===== src/rtl/serial_tx_pkg.sv =====
// Shared definitions for the single-wire serial link (transmit and receive ends).
package serial_tx_pkg;

  typedef enum logic [2:0] {
    ST_IDLE   = 3'd0,
    ST_START  = 3'd1,
    ST_DATA   = 3'd2,
    ST_PARITY = 3'd3,
    ST_STOP   = 3'd4
  } serial_state_e;

  // Line levels: the line rests high and a frame opens with a low start bit.
  localparam logic LINE_IDLE  = 1'b1;
  localparam logic LINE_START = 1'b0;

  // Parity mode selector values.
  localparam int PARITY_MODE_EVEN = 0;
  localparam int PARITY_MODE_ODD  = 1;

  // Width of a counter spanning 0..range-1, never narrower than one bit.
  function automatic int cnt_width(input int range);
    return (range > 1) ? $clog2(range) : 1;
  endfunction

endpackage


===== src/rtl/serial_tx_baud_tick_gen.sv =====
// Bit-period timer: counts CLKS_PER_BIT cycles per line bit and flags the last one.
module baud_tick_gen
  import serial_tx_pkg::*;
#(
  parameter int CLKS_PER_BIT = 16
) (
  input  logic clk,
  input  logic rst,
  input  logic clr,
  output logic bit_done
);

  localparam int             CW   = cnt_width(CLKS_PER_BIT);
  localparam logic [CW-1:0]  LAST = CW'(CLKS_PER_BIT - 1);

  logic [CW-1:0] r_cnt;

  // Free-run 0..CLKS_PER_BIT-1 while enabled, held at 0 while cleared.
  always_ff @(posedge clk) begin
    if (rst || clr) begin
      r_cnt <= '0;
    end else if (r_cnt == LAST) begin
      r_cnt <= '0;
    end else begin
      r_cnt <= r_cnt + 1'b1;
    end
  end

  assign bit_done = ~clr & (r_cnt == LAST);

endmodule


===== src/rtl/serial_tx.sv =====
// Framed parallel-to-serial transmitter: start bit, data LSB first, optional parity, stop bit.
module serial_tx
  import serial_tx_pkg::*;
#(
  parameter int DATA_W       = 8,
  parameter int CLKS_PER_BIT = 16,
  parameter int PARITY_EN    = 0,
  parameter int PARITY_ODD   = 0
) (
  input  logic              clk,
  input  logic              rst,
  input  logic [DATA_W-1:0] tx_data,
  input  logic              tx_valid,
  output logic              tx_ready,
  output logic              txd,
  output logic              busy
);

  localparam int            BW       = cnt_width(DATA_W);
  localparam logic [BW-1:0] LAST_BIT = BW'(DATA_W - 1);
  localparam logic          ODD_SEL  = (PARITY_ODD == PARITY_MODE_ODD);

  serial_state_e     r_state;
  logic [DATA_W-1:0] r_shift;
  logic [BW-1:0]     r_bit_cnt;
  logic              r_parity;
  logic              r_txd;
  logic              r_busy;

  logic              w_clr;
  logic              w_bit_done;
  logic [DATA_W-1:0] w_shift_next;

  // The bit timer only runs while a frame is on the line.
  assign w_clr        = (r_state == ST_IDLE);
  assign w_shift_next = r_shift >> 1;

  baud_tick_gen #(
    .CLKS_PER_BIT(CLKS_PER_BIT)
  ) u_baud (
    .clk     (clk),
    .rst     (rst),
    .clr     (w_clr),
    .bit_done(w_bit_done)
  );

  // Frame sequencer; txd is loaded with the level of the state being entered so it
  // changes on the same edge as the state.
  always_ff @(posedge clk) begin
    if (rst) begin
      r_state   <= ST_IDLE;
      r_shift   <= '0;
      r_bit_cnt <= '0;
      r_parity  <= 1'b0;
      r_txd     <= LINE_IDLE;
      r_busy    <= 1'b0;
    end else begin
      case (r_state)
        ST_IDLE: begin
          r_txd <= LINE_IDLE;
          if (tx_valid) begin
            r_shift   <= tx_data;
            r_parity  <= (^tx_data) ^ ODD_SEL;
            r_bit_cnt <= '0;
            r_state   <= ST_START;
            r_txd     <= LINE_START;
            r_busy    <= 1'b1;
          end
        end
        ST_START: begin
          if (w_bit_done) begin
            r_state   <= ST_DATA;
            r_bit_cnt <= '0;
            r_txd     <= r_shift[0];
          end
        end
        ST_DATA: begin
          if (w_bit_done) begin
            if (r_bit_cnt == LAST_BIT) begin
              if (PARITY_EN != 0) begin
                r_state <= ST_PARITY;
                r_txd   <= r_parity;
              end else begin
                r_state <= ST_STOP;
                r_txd   <= LINE_IDLE;
              end
            end else begin
              r_bit_cnt <= r_bit_cnt + 1'b1;
              r_shift   <= w_shift_next;
              r_txd     <= w_shift_next[0];
            end
          end
        end
        ST_PARITY: begin
          if (w_bit_done) begin
            r_state <= ST_STOP;
            r_txd   <= LINE_IDLE;
          end
        end
        ST_STOP: begin
          if (w_bit_done) begin
            r_state <= ST_IDLE;
            r_txd   <= LINE_IDLE;
            r_busy  <= 1'b0;
          end
        end
        default: begin
          r_state <= ST_IDLE;
          r_txd   <= LINE_IDLE;
          r_busy  <= 1'b0;
        end
      endcase
    end
  end

  assign tx_ready = (r_state == ST_IDLE);
  assign txd      = r_txd;
  assign busy     = r_busy;

endmodule


===== config.mk =====
export PLATFORM = sky130hd
export DESIGN_NAME = serial_tx
export DESIGN_NICKNAME = d
export VERILOG_FILES = /design/src/rtl/serial_tx_pkg.sv /design/src/rtl/serial_tx_baud_tick_gen.sv /design/src/rtl/serial_tx.sv
export SDC_FILE = /design/constraint.sdc
export NUM_CORES = 1
export LEC_CHECK = 0
export BUFFER_PORTS_ARGS = -buffer_cell sky130_fd_sc_hd__buf_2
export CAP_MARGIN = 20
export CELL_PAD_IN_SITES_DETAIL_PLACEMENT = 1
export CELL_PAD_IN_SITES_GLOBAL_PLACEMENT = 1
export CORE_MARGIN = 3
export CORE_UTILIZATION = 43
export DETAILED_ROUTE_END_ITERATION = 16
export GPL_ROUTABILITY_DRIVEN = 0
export PLACE_DENSITY = 0.85
export SLEW_MARGIN = 30
export SYNTH_ARGS = -nofsm -noshare
export SYNTH_HDL_FRONTEND = slang
export SYNTH_HIERARCHICAL = 1
export SYNTH_SLANG_ARGS = --single-unit
export TNS_END_PERCENT = 50

===== constraint.sdc =====
create_clock -name clk -period 2.6 [get_ports clk]
set_input_delay 0.52 -clock clk [delete_from_list [all_inputs] [get_ports clk]]
set_output_delay 0.52 -clock clk [all_outputs]
set_load 0.005 [all_outputs]

==> results of run 1 <==
## area by class of cell
class	count	area, sq um	area share, %
tap	28	35.0	2.89
inverter	3	11.3	0.928
clock buffer	3	22.5	1.86
sequential	20	400	33.0
clock inverter	1	30.0	2.47
timing repair buffer	16	87.6	7.22
multi-input combinational	81	627	51.6
## cells by family after synthesis
group | Yosys count | synth area share (%)
adder cells (fa/ha/maj) | 4 | 4.64
AND/OR/NAND/NOR | 36 | 22.7
XOR/XNOR | 2 | 1.62
AO/OA/AOI/OAI | 28 | 18.9
buffers and inverters | 10 | 4.87
flip-flops | 20 | 37.1
multiplexers | 11 | 10.2
## routing by layer
layer	vias up	wire, microns	global-route usage (%)
met1	441	1150	20.9
met4	0	26	6.10
met5	-	0	0
met3	6	88	4.87
met2	17	1180	30.6
li1	447	-	-
## registers in the layout, indices dropped and copies added (netlist names)
name          cells
u_baud/r_cnt      4
txd               1
r_bit_cnt         3
busy              1
r_state           3
r_shift           8
## worst paths after layout
path	startpoint	end	slack, ns	cells past startpoint
worst max-delay path	r_state[2]	r_shift[0]	0.34	6
worst min-delay path	u_baud/r_cnt[0]	u_baud/r_cnt[0]	0.47	1
worst max register to register	r_state[2]	r_shift[0]	0.34	6
worst min register to register	u_baud/r_cnt[0]	u_baud/r_cnt[0]	0.47	1
## critical path: stages, from the launching register on
cell      delay, ns
dfxtp_1        0.48
nor3_1         0.61
nor2_1         0.14
buf_4          0.23
and3b_1        0.18
o21a_1         0.27
a211oi_1       0.26
## cell usage after synthesis (2+ instances only)
library cell / count / area share [%]
nand3_1: 4 / 1.9
and3b_1: 2 / 1.6
nand2_1: 4 / 1.4
o21ai_0: 2 / 0.93
buf_2: 3 / 1.4
mux2i_1: 11 / 10
clkbuf_1: 2 / 0.70
a211oi_1: 14 / 9.7
nor3b_1: 2 / 1.4
nor3_1: 4 / 1.9
dfxtp_1: 20 / 37
ha_1: 4 / 4.6
nand3b_1: 2 / 1.4
a21oi_1: 4 / 1.9
o21a_1: 2 / 1.4
o31ai_1: 2 / 1.4
inv_1: 3 / 1.0
nor2_1: 6 / 2.1
## cells in the final DEF, fill, tap and decap left out, types with 2 or more instances in the layout
| master | instances |
|---|---|
| o31ai_1 | 2 |
| nor3_1 | 4 |
| nand2_1 | 4 |
| inv_1 | 3 |
| ha_1 | 4 |
| nand3b_1 | 2 |
| dfxtp_1 | 20 |
| nor2_1 | 6 |
| nand3_1 | 4 |
| clkbuf_4 | 3 |
| o21a_1 | 2 |
| a211oi_1 | 14 |
| nor3b_1 | 2 |
| mux2i_1 | 11 |
| o21ai_0 | 2 |
| buf_4 | 3 |
| buf_2 | 13 |
| and3b_1 | 2 |
| a21oi_1 | 4 |
## power groups by stage
stage / clock network (mW) / registers [mW] / logic [mW]
6_report: 0.261 / 0.330 / 0.0691
5_1_grt: 0.283 / 0.332 / 0.0779
4_1_cts: 0.267 / 0.330 / 0.0700
3_5_place_dp: 0 / 0.337 / 0.0693
3_3_place_gp: 0 / 0.336 / 0.0661
2_1_floorplan: 0 / 0.336 / 0.0446
==> impl_metrics.env, run 1 <==
export IMPL_cts_htree_levels=1
export IMPL_grt_pass1_wl_mm=4.42
export IMPL_post_route_drc_count=0
export IMPL_placed_area_sq_um=1160
export IMPL_p_per_area_nw_per_um2=543
export IMPL_cts_resized=0
export IMPL_post_cts_buffers=0
export IMPL_skew_ns=0.00668
export IMPL_area_growth_pct=12.4
export IMPL_chipWidth_microns=56.1
export IMPL_setup_ws_ns=0.344
export IMPL_cts_tree="yes"
export IMPL_post_synth_cell_area_avg_sq_um=9.73
export IMPL_setup_viol=0
export IMPL_io_buffers=13
export IMPL_ys_warn_count=6
export IMPL_clock_path_buffers=2
export IMPL_p_sw_share_pct=22.8
export IMPL_cp_required_ns=2.83
export IMPL_num_vias=911
export IMPL_fmax_mhz=443
export IMPL_avgRoutedWirePerCell_microns=16.0
export IMPL_syn_nets=126
export IMPL_drtAntennaViolNets=0
export IMPL_final_core_utilization_pct=52.8
export IMPL_fin_crit_sh_pct=86.8
export IMPL_irDropWorstVdd_mv=0.298
export IMPL_p_comb_share_pct=10.5
export IMPL_cp_start_kind="flip-flop"
export IMPL_core_rowCount=17
export IMPL_cap_viol_max_count=0
export IMPL_drt_wl_total_mm=2.44
export IMPL_syn_inst=111
export IMPL_cts_inserted_buffers=3
export IMPL_slew_headroom_pct=56.6
export IMPL_drt_iter0_drc=19
export IMPL_filler_cell_count=271
export IMPL_rsz0062_at_grt="false"
export IMPL_worst_slew_pin_slew_ns=0.646
export IMPL_io_pins=14
export IMPL_internal_power_uw=509
export IMPL_ys_ff_latch=20
export IMPL_grt_usage_pct=17.7
export IMPL_core_area_sq_um=2300
export IMPL_critPathMaxFanout=16
export IMPL_crit_path_end_kind="flip-flop"
export IMPL_final_layout_size_suffix_gt1_share_pct=21.0
export IMPL_antenna_cells=0
export IMPL_die_height_microns=56.1
export IMPL_p_leak_nw=0.460
export IMPL_netlist_area_sq_um=1080
export IMPL_setup_tns_ns=0
export IMPL_outcome="completed"
export IMPL_synth_main_ff_cell="dfxtp_1"
export IMPL_start_util_pct=47.0
export IMPL_power_switching_uw=150
export IMPL_p_clk_share_pct=39.5
export IMPL_fin_cells=152
export IMPL_grt_pass1_vias=983
export IMPL_viasPerCell=5.99
export IMPL_p_seq_share_pct=50.0
export IMPL_fin_nets=140
export IMPL_dr_pass1_iters=4
export IMPL_drv_slew=0
export IMPL_cp_arrival_ns=2.48
export IMPL_finalHoldViolations=0
export IMPL_power_uw=660
export IMPL_synth_edf_count=0
export IMPL_clock_latency_ns=0.31
export IMPL_hold_class="reg -> reg"
export IMPL_final_cell_area_sq_um=1210
export IMPL_yosysUniqueCellTypes=38
export IMPL_die_area_sq_um=3150
export IMPL_crit_type="reg -> reg"
export IMPL_dp_slack_ns=0.367
export IMPL_cts_clk_slew_worst_paths_ns=0.12
export IMPL_dp_cells=148
export IMPL_root_buffer="clkbuf_4"
export IMPL_grt_max_degree=18
export IMPL_min_period_ns=2.26
export IMPL_holdWs_ns=0.472
export IMPL_grt_overflow=0
export IMPL_yosysSeqAreaShare_pct=37.1
export IMPL_hpwl_mm=1.70
export IMPL_numClockSinks=20
export IMPL_async_flop_share_pct=0
export IMPL_cts_hold_buf=0
export IMPL_antenna_found_initial=0
Note: power is estimated with default switching activity, not from simulation.
==> run 2, diff against run 1 <==
CORE_ASPECT_RATIO = 0.8   (was not set)
CTS_CLUSTER_SIZE = 20   (was not set)
==> run 2 against run 1 <==
- hold slack got worse by 0.021 ns
- clock power down 30%
- combinational power is essentially flat
- cell count increased by 4.6%
- non-clock buffer count up 1
- sequential cell count unchanged
- sequential share of layout area hardly changed
- sequential power is essentially flat
- critical path type unchanged
==> impl_metrics.env, run 2 (synthesis results as in run 1) <==
export IMPL_final_cell_mix="20 x dfxtp_1, 14 x a211oi_1, 13 x buf_2"
export IMPL_dp_cells=155
export IMPL_drt_wl_total_mm=2.44
export IMPL_min_period_ns=2.30
export IMPL_cp_arrival_ns=2.50
export IMPL_cts_hold_buf=0
export IMPL_dr_pass1_iters=4
export IMPL_final_layout_size_suffix_gt1_share_pct=21.6
export IMPL_cp_required_ns=2.81
export IMPL_cap_viol_max_count=0
export IMPL_skew_ns=0.00104
export IMPL_cts_resized=0
export IMPL_slew_headroom_pct=56.4
export IMPL_die_height_microns=50.8
export IMPL_start_util_pct=47.5
export IMPL_layout_commonest_cell="dfxtp_1"
export IMPL_io_pins=14
export IMPL_grt_usage_pct=17.6
export IMPL_cts_inserted_buffers=3
export IMPL_rsz0062_at_grt="false"
export IMPL_fmax_mhz=435
export IMPL_chipWidth_microns=62.0
export IMPL_grt_overflow=0
export IMPL_drv_slew=0
export IMPL_clock_path_buffers=2
export IMPL_final_cell_area_sq_um=1210
export IMPL_fin_crit_sh_pct=88.4
export IMPL_viasPerCell=5.67
export IMPL_core_area_sq_um=2270
export IMPL_die_area_sq_um=3150
export IMPL_core_rowCount=15
export IMPL_hpwl_mm=1.80
export IMPL_drt_iter0_drc=19
export IMPL_crit_type="reg -> reg"
export IMPL_grt_max_degree=18
export IMPL_num_vias=901
export IMPL_outcome="completed"
export IMPL_cts_htree_levels=1
export IMPL_largest_reg_flops=8
export IMPL_antenna_cells=0
export IMPL_startpoint="r_state[1]"
export IMPL_critPathMaxFanout=17
export IMPL_clock_latency_ns=0.30
export IMPL_avgRoutedWirePerCell_microns=15.3
export IMPL_numClockSinks=20
export IMPL_cts_tree="yes"
export IMPL_placed_area_sq_um=1180
export IMPL_hold_class="reg -> reg"
export IMPL_largest_registers="r_shift: 8 flops, u_baud/r_cnt: 4 flops"
export IMPL_setup_ws_ns=0.302
export IMPL_io_buffers=13
export IMPL_drtAntennaViolNets=0
export IMPL_reg2reg_depth=6
export IMPL_cp_start_kind="flip-flop"
export IMPL_dp_slack_ns=0.406
export IMPL_root_buffer="clkbuf_4"
export IMPL_area_growth_pct=12.3
export IMPL_top_register="r_shift"
export IMPL_reg2reg_from="r_state[1]"
export IMPL_grt_pass1_vias=907
export IMPL_holdWs_ns=0.450
export IMPL_finalHoldViolations=0
export IMPL_fin_cells=159
export IMPL_fin_nets=141
export IMPL_post_route_drc_count=0
export IMPL_grt_pass1_wl_mm=4.17
export IMPL_worst_slew_pin_slew_ns=0.650
export IMPL_setup_viol=0
export IMPL_antenna_found_initial=0
export IMPL_crit_path_end_kind="flip-flop"
export IMPL_p_per_area_nw_per_um2=479
export IMPL_p_leak_nw=0.458
export IMPL_cts_clk_slew_worst_paths_ns=0.11
export IMPL_min_from="u_baud/r_cnt[0]"
export IMPL_post_cts_buffers=0
export IMPL_setup_tns_ns=0
export IMPL_irDropWorstVdd_mv=0.340
export IMPL_worstHoldPathCells=1
[run 2: changes by cell type in the layout (fill, tap and decap cells not counted), sizes merged]
cell    change
clkbuf      +1
buf         +1
bufinv      -1
[run 2: per-stage QoR]
step / power (mW) / util, %
after floorplan: 0.381 / -
after global placement: 0.402 / 51.8
after detailed placement: 0.406 / 51.8
after CTS: 0.588 / 53.4
after global routing: 0.611 / 53.4
final: 0.581 / 53.4
[run 2: layout make-up]
class,instances,area (sq um)
clock buffers,4,36.3
fillers,274,1060
inverters,3,11.3
multi-input cells,81,627
flip-flops and latches,20,400
well taps,34,42.5
repair buffers,17,95.1
[run 2: path summary, 6_finish.rpt]
check | end | slack [ns]
worst min-delay path | u_baud/r_cnt[0] | 0.45
worst max-delay path | r_shift[0] | 0.30
worst max register to register | r_shift[0] | 0.30
worst min register to register | u_baud/r_cnt[0] | 0.45
[run 2: metal layers]
| layer | wire length, microns | GRT usage [%] | up-vias |
|---|---|---|---|
| li1 | - | - | 448 |
| met1 | 1080 | 22.0 | 437 |
| met2 | 1250 | 29.7 | 14 |
| met3 | 85 | 6.06 | 2 |
| met4 | 13 | 2.12 | 0 |
| met5 | 0 | 0 | - |
[run 2: worst max-delay path, stage by stage, from the launching register on]
cell	delay [ns]
dfxtp_1	0.49
nor3_1	0.58
nor2_1	0.17
buf_4	0.23
and3b_1	0.18
o21a_1	0.27
a211oi_1	0.29
[run 2: report_power, final]
| part | internal, mW | switching [mW] | leakage [nW] |
|---|---|---|---|
| Combinational | 0.0318 | 0.0372 | 0.273 |
| Clock | 0.0854 | 0.0965 | 0.0210 |
| Sequential | 0.321 | 0.00914 | 0.164 |
==> run 3, diff against run 2 <==
SYNTH_HIERARCHICAL = not set   (was 1)
==> run 3 against run 2 <==
- critical endpoint is now r_shift[7]
- die area fell by 0.31%
- combinational power rose by 7.8%
- global-route usage rose by 0.12 points
- highest routed layer unchanged
- power rose by 15%
- critical path depth fell by 1
==> impl_metrics.env, run 3 <==
export IMPL_outcome="completed"
export IMPL_final_cell_area_sq_um=1180
export IMPL_cp_start_kind="flip-flop"
export IMPL_cp_arrival_ns=2.25
export IMPL_hold_class="reg -> reg"
export IMPL_largest_registers="r_shift: 8 flops, u_baud.r_cnt: 4 flops"
export IMPL_critPathMaxStageDelay_ns=0.47
export IMPL_startpoint="r_bit_cnt[0]"
export IMPL_core_rowCount=15
export IMPL_setup_viol=0
export IMPL_fin_nets=132
export IMPL_worstHoldPathCells=1
export IMPL_yosysUniqueCellTypes=32
export IMPL_reg2reg_depth=5
export IMPL_min_period_ns=2.00
export IMPL_synth_edf_count=0
export IMPL_drtAntennaViolNets=0
export IMPL_grt_usage_pct=17.7
export IMPL_cpMostUsedCell="ha_1"
export IMPL_rsz0062_at_grt="false"
export IMPL_cts_tree="yes"
export IMPL_skew_ns=0.00919
export IMPL_drt_iter0_drc=17
export IMPL_syn_nets=122
export IMPL_io_pins=14
export IMPL_root_buffer="clkbuf_4"
export IMPL_drt_wl_total_mm=2.36
export IMPL_finalHoldViolations=0
export IMPL_cts_htree_levels=1
export IMPL_layout_commonest_cell="dfxtp_1"
export IMPL_netlist_area_sq_um=1080
export IMPL_avgRoutedWirePerCell_microns=15.6
export IMPL_slowest_stage="nor4b_4"
export IMPL_area_growth_pct=10.0
export IMPL_top_register="r_shift"
export IMPL_slew_headroom_pct=58.5
export IMPL_min_from="u_baud.r_cnt[0]"
export IMPL_fmax_mhz=500
export IMPL_worst_slew_pin_slew_ns=0.621
export IMPL_syn_inst=108
export IMPL_yosysTopAreaCellShare_pct=37.2
export IMPL_ys_warn_count=0
export IMPL_p_leak_nw=0.416
export IMPL_irDropWorstVdd_mv=0.229
export IMPL_p_per_area_nw_per_um2=565
export IMPL_crit_type="reg -> reg"
export IMPL_clock_path_buffers=2
export IMPL_busiest_layer="met2"
export IMPL_use_met2_pct=27.7
export IMPL_placed_area_sq_um=1130
export IMPL_num_vias=842
export IMPL_drv_slew=0
export IMPL_clock_latency_ns=0.30
export IMPL_grt_overflow=0
export IMPL_final_layout_size_suffix_gt1_share_pct=20.5
export IMPL_dr_pass1_iters=4
export IMPL_io_buffers=13
export IMPL_critPathMaxFanout=8
export IMPL_synth_common_cells="20 x dfxtp_1, 14 x a211oi_1, 9 x mux2i_1, 9 x nor2_1, 5 x nand2b_1"
export IMPL_synth_area_leaders="dfxtp_1 37%, a211oi_1 9.8%, mux2i_1 8.4%"
export IMPL_antenna_cells=0
export IMPL_crit_chain="ha_1 > ha_1 > nor4b_4 > a21o_1 > mux2i_1"
export IMPL_reg2reg_from="r_bit_cnt[0]"
export IMPL_grt_pass1_wl_mm=4.12
export IMPL_hpwl_mm=1.71
export IMPL_crit_path_end_kind="flip-flop"
export IMPL_grt_util_met1_pct=23.1
export IMPL_filler_cell_count=272
export IMPL_yosysMostFrequentCell="dfxtp_1"
export IMPL_post_cts_buffers=0
export IMPL_cap_viol_max_count=0
export IMPL_core_area_sq_um=2270
export IMPL_met3_usage_pct=5.91
export IMPL_grt_pass1_vias=868
export IMPL_ys_ff_latch=20
export IMPL_final_cell_mix="20 x dfxtp_1, 14 x a211oi_1, 13 x buf_2"
export IMPL_die_area_sq_um=3140
export IMPL_post_route_drc_count=0
export IMPL_setup_tns_ns=0
export IMPL_chipWidth_microns=61.9
export IMPL_synth_largest_area_cell="dfxtp_1"
export IMPL_die_height_microns=50.7
export IMPL_synth_main_ff_cell="dfxtp_1"
export IMPL_numClockSinks=20
export IMPL_cts_hold_buf=0
export IMPL_cts_inserted_buffers=3
export IMPL_async_flop_share_pct=0
export IMPL_yosysSeqAreaShare_pct=37.2
export IMPL_fin_crit_sh_pct=77.0
export IMPL_start_util_pct=47.4
export IMPL_cp_required_ns=2.84
export IMPL_antenna_found_initial=0
export IMPL_cts_clk_slew_worst_paths_ns=0.12
export IMPL_viasPerCell=5.58
export IMPL_post_synth_cell_area_avg_sq_um=9.96
export IMPL_grt_max_degree=20
export IMPL_largest_reg_flops=8
export IMPL_cts_resized=0
==> run 3: cell types whose count changed in the layout (fill, tap and decap cells not counted), sizes merged, moves of 2 or more <==
cell,delta
nand2,-4
nor3,-2
buf,-3
nor2,+2
o2bb2ai,+3
nand2b,+4
o31ai,-2
mux2i,-2
and3b,-2
==> run 3: area by class of cell <==
type                            instances  area, sq um  share of cell area, %
Clock buffer                            3         22.5                   1.90
Timing Repair Buffer                   14         72.6                   6.13
Tap cell                               34         42.5                   3.59
Multi-Input combinational cell         76          604                   51.1
Clock inverter                          1         30.0                   2.54
Sequential cell                        20          400                   33.8
Inverter                                3         11.3                  0.951
==> run 3: power breakdown <==
part	internal, mW	switching [mW]	total, mW
Clock	0.156	0.0992	0.255
Sequential	0.323	0.0168	0.340
Combinational	0.0370	0.0373	0.0743
==> run 3: cells by family (layout without fill, tap and decap cells) <==
logic type                 after synthesis  count (layout)  synth area share [%]
and+or+nand+nor                         32              32                  21.7
xor gates and xnor gates                 2               2                  1.63
muxes                                    9               9                  8.37
buffers and inverters                   12              21                  6.63
DFF                                     20              20                  37.2
AOI/OAI and AO/OA                       30              30                  20.9
adders and majority gates                3               3                  3.49
==> run 3: critical path, delay by kind of cell, from the launching register on <==
family / cells / cell delay (ns)
AO/OA/AOI/OAI: 1 / 0.37
multiplexers: 1 / 0.22
AND/OR/NAND/NOR: 1 / 0.47
adder cells (fa/ha/maj): 2 / 0.52
flip-flops: 1 / 0.35
==> run 3: metrics by stage <==
stage / cells / hold slack, ns / util [%] / power [mW] / worst slack (ns)
final: 151 / 0.460 / 52.1 / 0.669 / 0.599
after global routing: 151 / 0.487 / 52.1 / 0.700 / 0.467
after global placement: 147 / 0.429 / 49.8 / 0.415 / 0.791
after detailed placement: 147 / 0.445 / 49.8 / 0.419 / 0.653
after CTS: 151 / 0.463 / 52.1 / 0.677 / 0.620
after floorplan: 108 / 0.418 / - / 0.399 / 0.951
==> run 3: final timing paths <==
| kind | slack (ns) | endpoint |
|---|---|---|
| worst max-delay path | 0.60 | r_shift[7] |
| worst min-delay path | 0.46 | u_baud.r_cnt[0] |
| worst max register to register | 0.60 | r_shift[7] |
| worst min register to register | 0.46 | u_baud.r_cnt[0] |
==> run 3: routing by layer <==
layer  up-vias  share of wire [%]  wire, microns
met5         -                  0              0
met4         0                1.7             41
met3         4                4.7            110
met2        19                 47           1110
met1       396                 46           1090
li1        423                  -              -
